===== src/rtl/uart_cmd_parser.sv =====
// uart_cmd_parser: turns the UART byte stream (head/type/len/payload) into
// length-checked parallel commands with valid/ready, flagging bad and stalled frames.
module uart_cmd_parser #(
   parameter logic [7:0] P_HEAD    = 8'h55,
   parameter int         P_MAX_LEN = 4,
   parameter int         P_TIMEOUT = 50000
) (
   input  logic                   i_clk,
   input  logic                   i_rst,
   input  logic [7:0]             i_rx_data,
   input  logic                   i_rx_valid,
   output logic [7:0]             o_cmd_type,
   output logic [7:0]             o_cmd_len,
   output logic [8*P_MAX_LEN-1:0] o_cmd_data,
   output logic                   o_cmd_valid,
   input  logic                   i_cmd_ready,
   output logic                   o_err_len,
   output logic                   o_err_timeout,
   output logic                   o_drop
);
   localparam int TW = $clog2(P_TIMEOUT);
   localparam int CW = $clog2(P_MAX_LEN + 1);
   localparam logic [TW-1:0] TMAX = TW'(P_TIMEOUT - 1);
   localparam logic [2:0] S_IDLE = 3'd0;
   localparam logic [2:0] S_TYPE = 3'd1;
   localparam logic [2:0] S_LEN  = 3'd2;
   localparam logic [2:0] S_DATA = 3'd3;
   localparam logic [2:0] S_OUT  = 3'd4;

   logic [2:0]             state_q, state_d;
   logic [TW-1:0]          tmo_q, tmo_d;
   logic [CW-1:0]          cnt_q, cnt_d;
   logic [7:0]             type_q, type_d, len_q, len_d;
   logic [8*P_MAX_LEN-1:0] data_q, data_d;
   logic                   err_len_q, err_len_d, err_tmo_q, err_tmo_d, drop_q, drop_d;
   logic                   in_frame, len_ok, last;

   assign in_frame = (state_q == S_TYPE) || (state_q == S_LEN) || (state_q == S_DATA);
   assign len_ok   = (i_rx_data != 8'd0) && (i_rx_data <= 8'(P_MAX_LEN));
   assign last     = (8'(cnt_q) + 8'd1) == len_q;

   always_comb begin
      state_d   = state_q;
      tmo_d     = '0;
      cnt_d     = cnt_q;
      type_d    = type_q;
      len_d     = len_q;
      data_d    = data_q;
      err_len_d = 1'b0;
      err_tmo_d = 1'b0;
      drop_d    = 1'b0;
      case (state_q)
         S_IDLE: if (i_rx_valid && i_rx_data == P_HEAD) state_d = S_TYPE;
         S_TYPE: if (i_rx_valid) begin
            type_d  = i_rx_data;
            state_d = S_LEN;
         end
         S_LEN: if (i_rx_valid) begin
            if (len_ok) begin
               len_d   = i_rx_data;
               data_d  = '0;
               cnt_d   = '0;
               state_d = S_DATA;
            end else begin
               err_len_d = 1'b1;
               state_d   = S_IDLE;
            end
         end
         S_DATA: if (i_rx_valid) begin
            data_d[8*int'(cnt_q) +: 8] = i_rx_data;
            cnt_d = cnt_q + 1'b1;
            if (last) state_d = S_OUT;
         end
         S_OUT: begin
            drop_d = i_rx_valid;
            if (i_cmd_ready) state_d = S_IDLE;
         end
         default: state_d = S_IDLE;
      endcase
      // a byte in the expiry cycle wins, so the timeout only fires on an idle cycle
      if (in_frame && !i_rx_valid) begin
         tmo_d = tmo_q + 1'b1;
         if (tmo_q == TMAX) begin
            tmo_d     = '0;
            err_tmo_d = 1'b1;
            state_d   = S_IDLE;
         end
      end
   end

   always_ff @(posedge i_clk or posedge i_rst) begin
      if (i_rst) begin
         state_q   <= S_IDLE;
         tmo_q     <= '0;
         cnt_q     <= '0;
         type_q    <= '0;
         len_q     <= '0;
         data_q    <= '0;
         err_len_q <= 1'b0;
         err_tmo_q <= 1'b0;
         drop_q    <= 1'b0;
      end else begin
         state_q   <= state_d;
         tmo_q     <= tmo_d;
         cnt_q     <= cnt_d;
         type_q    <= type_d;
         len_q     <= len_d;
         data_q    <= data_d;
         err_len_q <= err_len_d;
         err_tmo_q <= err_tmo_d;
         drop_q    <= drop_d;
      end
   end

   assign o_cmd_type    = type_q;
   assign o_cmd_len     = len_q;
   assign o_cmd_data    = data_q;
   assign o_cmd_valid   = state_q == S_OUT;
   assign o_err_len     = err_len_q;
   assign o_err_timeout = err_tmo_q;
   assign o_drop        = drop_q;
endmodule

===== config.mk =====
export PLATFORM = sky130hd
export DESIGN_NAME = uart_cmd_parser
export DESIGN_NICKNAME = d
export VERILOG_FILES = /design/src/rtl/uart_cmd_parser.sv
export SDC_FILE = /design/constraint.sdc
export NUM_CORES = 1
export LEC_CHECK = 0
export ABC_AREA = 0
export BUFFER_PORTS_ARGS = -buffer_cell sky130_fd_sc_hd__buf_2
export CORE_UTILIZATION = 45
export DETAILED_ROUTE_END_ITERATION = 12
export PLACE_DENSITY = 0.64
export SYNTH_ARGS = -nofsm -noshare
export SYNTH_HDL_FRONTEND = slang
export SYNTH_SLANG_ARGS = --single-unit

===== constraint.sdc =====
create_clock -name i_clk -period 2.8 [get_ports i_clk]
set_input_delay 0.14 -clock i_clk [delete_from_list [all_inputs] [get_ports i_clk]]
set_output_delay 0.14 -clock i_clk [all_outputs]
set_load 0.01 [all_outputs]

==> flow_summary.json <==
{
  "status": "finished, final reports clean",
  "cts_resized": 0,
  "start_kind": "flop",
  "syn_nets": 290,
  "grt_pass1_vias": 2237,
  "synth_adder_area_share": 0.0266,
  "crit_path_end_kind": "flop",
  "synth.area.top_cells": "dfrtp_1 56%, a22o_1 8.5%, mux2_2 4.1%",
  "final-max-slew-violation-count": 0,
  "dp_cells": 419,
  "synth_top_family_by_area": "simple AND/OR/NAND/NOR gates",
  "grt_pass1_wl_um": 11600,
  "crit_fanout": 9,
  "synthCells": 271,
  "setup_viol_count_final": 0,
  "ys_ff_latch": 73,
  "area_growth_pct": 19.4,
  "grt_max_degree": 38,
  "cts.reportedPaths.clkPinSlew_ns": 0.08,
  "cts_buffer_depth": 2,
  "synth_edf_count": 0,
  "synth_top_area_share": 0.555,
  "place_ws_ns": 0.552,
  "synthFlopType": "dfrtp_1",
  "drc": 0,
  "via_per_inst": 5.53,
  "synth-simple-area-share": 0.160,
  "gr-usage-all-layers": 0.203,
  "hold_class": "input pin to flop",
  "syn_area_um2": 3290,
  "yosys.area_share.xor_xnor": 0.0399,
  "wirelength_um": 7150,
  "synthArstFlopShare": 1.00,
  "rsz0062_at_grt": "no",
  "place_hpwl_um": 4870,
  "numCtsBuffers": 9,
  "diodes": 0,
  "mostFrequentLayoutCells": "73 x dfrtp_1, 63 x buf_2, 32 x a22o_1",
  "synthMuxAreaShare": 0.0441,
  "max_freq_mhz": 432,
  "clock_sinks": 73,
  "power.leakage_nw": 1.95,
  "worst_slack_ns": 0.485,
  "dieArea_um2": 7660,
  "syn_area_per_cell_um2": 12.1,
  "wire_per_inst_um": 16.4,
  "p_per_area_nw_per_um2": 523,
  "post_cts_buffers": 0,
  "arrival_ns": 2.60,
  "die_h_um": 87.5,
  "fin_crit_sh": 0.827,
  "clk_latency_ns": 0.35,
  "grt_overflow": 0,
  "ant_nets": 0,
  "yosys_warnings": 0,
  "worst-slew-pin-transition_ns": 0.783,
  "coreArea_um2": 6940,
  "instances_no_fill": 436,
  "seq_area_frac_synth": 0.555,
  "num_vias": 2413,
  "final_nets": 355,
  "place_congestion": 0.895,
  "htree_levels": 3,
  "clockRootBuffer": "clkbuf_8",
  "yosys.area.top_type": "dfrtp_1",
  "synth.distinct_cells": 52,
  "die_x_um": 87.5,
  "drive_above_1_share": 0.312,
  "ir_drop_uv": 306,
  "final_common_cell": "dfrtp_1",
  "io_buffer_count": 63,
  "antenna_found_initial": 0,
  "pin_count": 64,
  "cts_tree": "built",
  "holdBufCountCts": 2,
  "hold_viol_final": 0,
  "finalSetupTns_ns": 0,
  "drv_cap": 0,
  "finalClockSkew_ns": 0.00997,
  "slew_headroom": 0.477,
  "path_class": "flop to flop",
  "start_util": 0.474,
  "first_pass_iters": 4,
  "worstPathRequired_ns": 3.09,
  "fin_crit_ns": 2.31,
  "drt_iter0_drc": 111,
  "num_rows": 30,
  "synth_compound_area_frac": 0.153
}
==> path summary, 6_finish.rpt <==
| check | from | to | slack (ns) | cells past startpoint |
|---|---|---|---|---|
| max | cnt_q[0]$_DFFE_PP0P_ | o_cmd_data[7]$_DFFE_PP0P_ | 0.49 | 7 |
| min | i_rx_data[5] | o_cmd_data[13]$_DFFE_PP0P_ | 0.11 | 2 |
| max reg2reg | cnt_q[0]$_DFFE_PP0P_ | o_cmd_data[7]$_DFFE_PP0P_ | 0.49 | 7 |
| min reg2reg | tmo_q[0]$_DFF_PP0_ | tmo_q[0]$_DFF_PP0_ | 0.46 | 1 |
| max in group asynchronous | i_rst | state_q[0]$_DFF_PP0_ | 1.65 | 4 |
| min in group asynchronous | i_rst | o_cmd_data[11]$_DFFE_PP0P_ | 0.48 | 3 |
==> state kept, by name (all words and copies together), names as in the netlist <==
signal and flops:
tmo_q 16, o_drop 1, o_cmd_data 32, state_q 3
cnt_q 3, o_err_len 1, o_cmd_type 8, o_cmd_len 8
o_err_timeout 1
==> area by class of cell <==
cell class                      count  area [um2]
Multi-Input combinational cell    180        1390
Clock inverter                      6        83.8
Clock buffer                        9         124
Sequential cell                    73        1830
Tap cell                           96         120
Timing Repair Buffer               67         363
Inverter                            5        18.8
Fill cell                         610        3020
==> synthesized netlist by cell type (2+ instances only) <==
cell type / instances
nand3_1: 9
xnor2_1: 5
nand4_1: 5
clkbuf_1: 11
buf_2: 2
mux2_2: 12
and2_1: 6
and3_1: 8
dfrtp_1: 73
o31ai_1: 2
o21ai_2: 4
nand2_1: 10
or4_1: 2
a22o_1: 32
o21bai_1: 2
nor2_1: 12
a21oi_1: 6
o21ai_0: 3
nor3_1: 2
ha_1: 7
xor2_1: 10
o21a_1: 2
inv_1: 5
or3_1: 2
and4_1: 4
nor4_1: 5
nor4bb_1: 3
nor2b_1: 3
==> critical path, stage by stage (launching register included) <==
cell	delay, ns
dfrtp_1	0.51
inv_1	0.16
ha_1	0.23
ha_1	0.32
nor4_1	0.38
nor4bb_1	0.29
buf_4	0.22
a22o_1	0.14
==> through the flow <==
| step | cell area, um2 | utilization | hold WS (ns) | total power [mW] |
|---|---|---|---|---|
| after CTS | 3930 | 0.566 | 0.0926 | 2.08 |
| after floorplan | 3290 | - | 0.249 | 1.15 |
| final | 3930 | 0.566 | 0.112 | 2.05 |
| after global placement | 3700 | 0.533 | 0.323 | 1.20 |
| after global routing | 3930 | 0.566 | 0.113 | 2.13 |
| after detailed placement | 3700 | 0.533 | 0.327 | 1.20 |
==> power breakdown <==
| part | total [mW] | switching, mW | internal (mW) |
|---|---|---|---|
| Combinational | 0.102 | 0.0652 | 0.0370 |
| Sequential | 1.07 | 0.00720 | 1.07 |
| Clock | 0.877 | 0.383 | 0.493 |
==> logic make-up after synthesis <==
logic type      Yosys count
fa+ha+maj                 7
simple gates             85
mux                      13
buf+inv                  18
compound gates           60
xor+xnor                 15
flops                    73
==> per-layer routing <==
layer	routed length, um	up-vias	global-route usage	part of all wire
li1	-	1150	-	-
met1	3570	1199	0.296	0.50
met2	3140	54	0.288	0.44
met3	341	10	0.0626	0.048
met4	97	0	0.0656	0.014
met5	0	-	0	0
(Power assumes the default switching activity.)
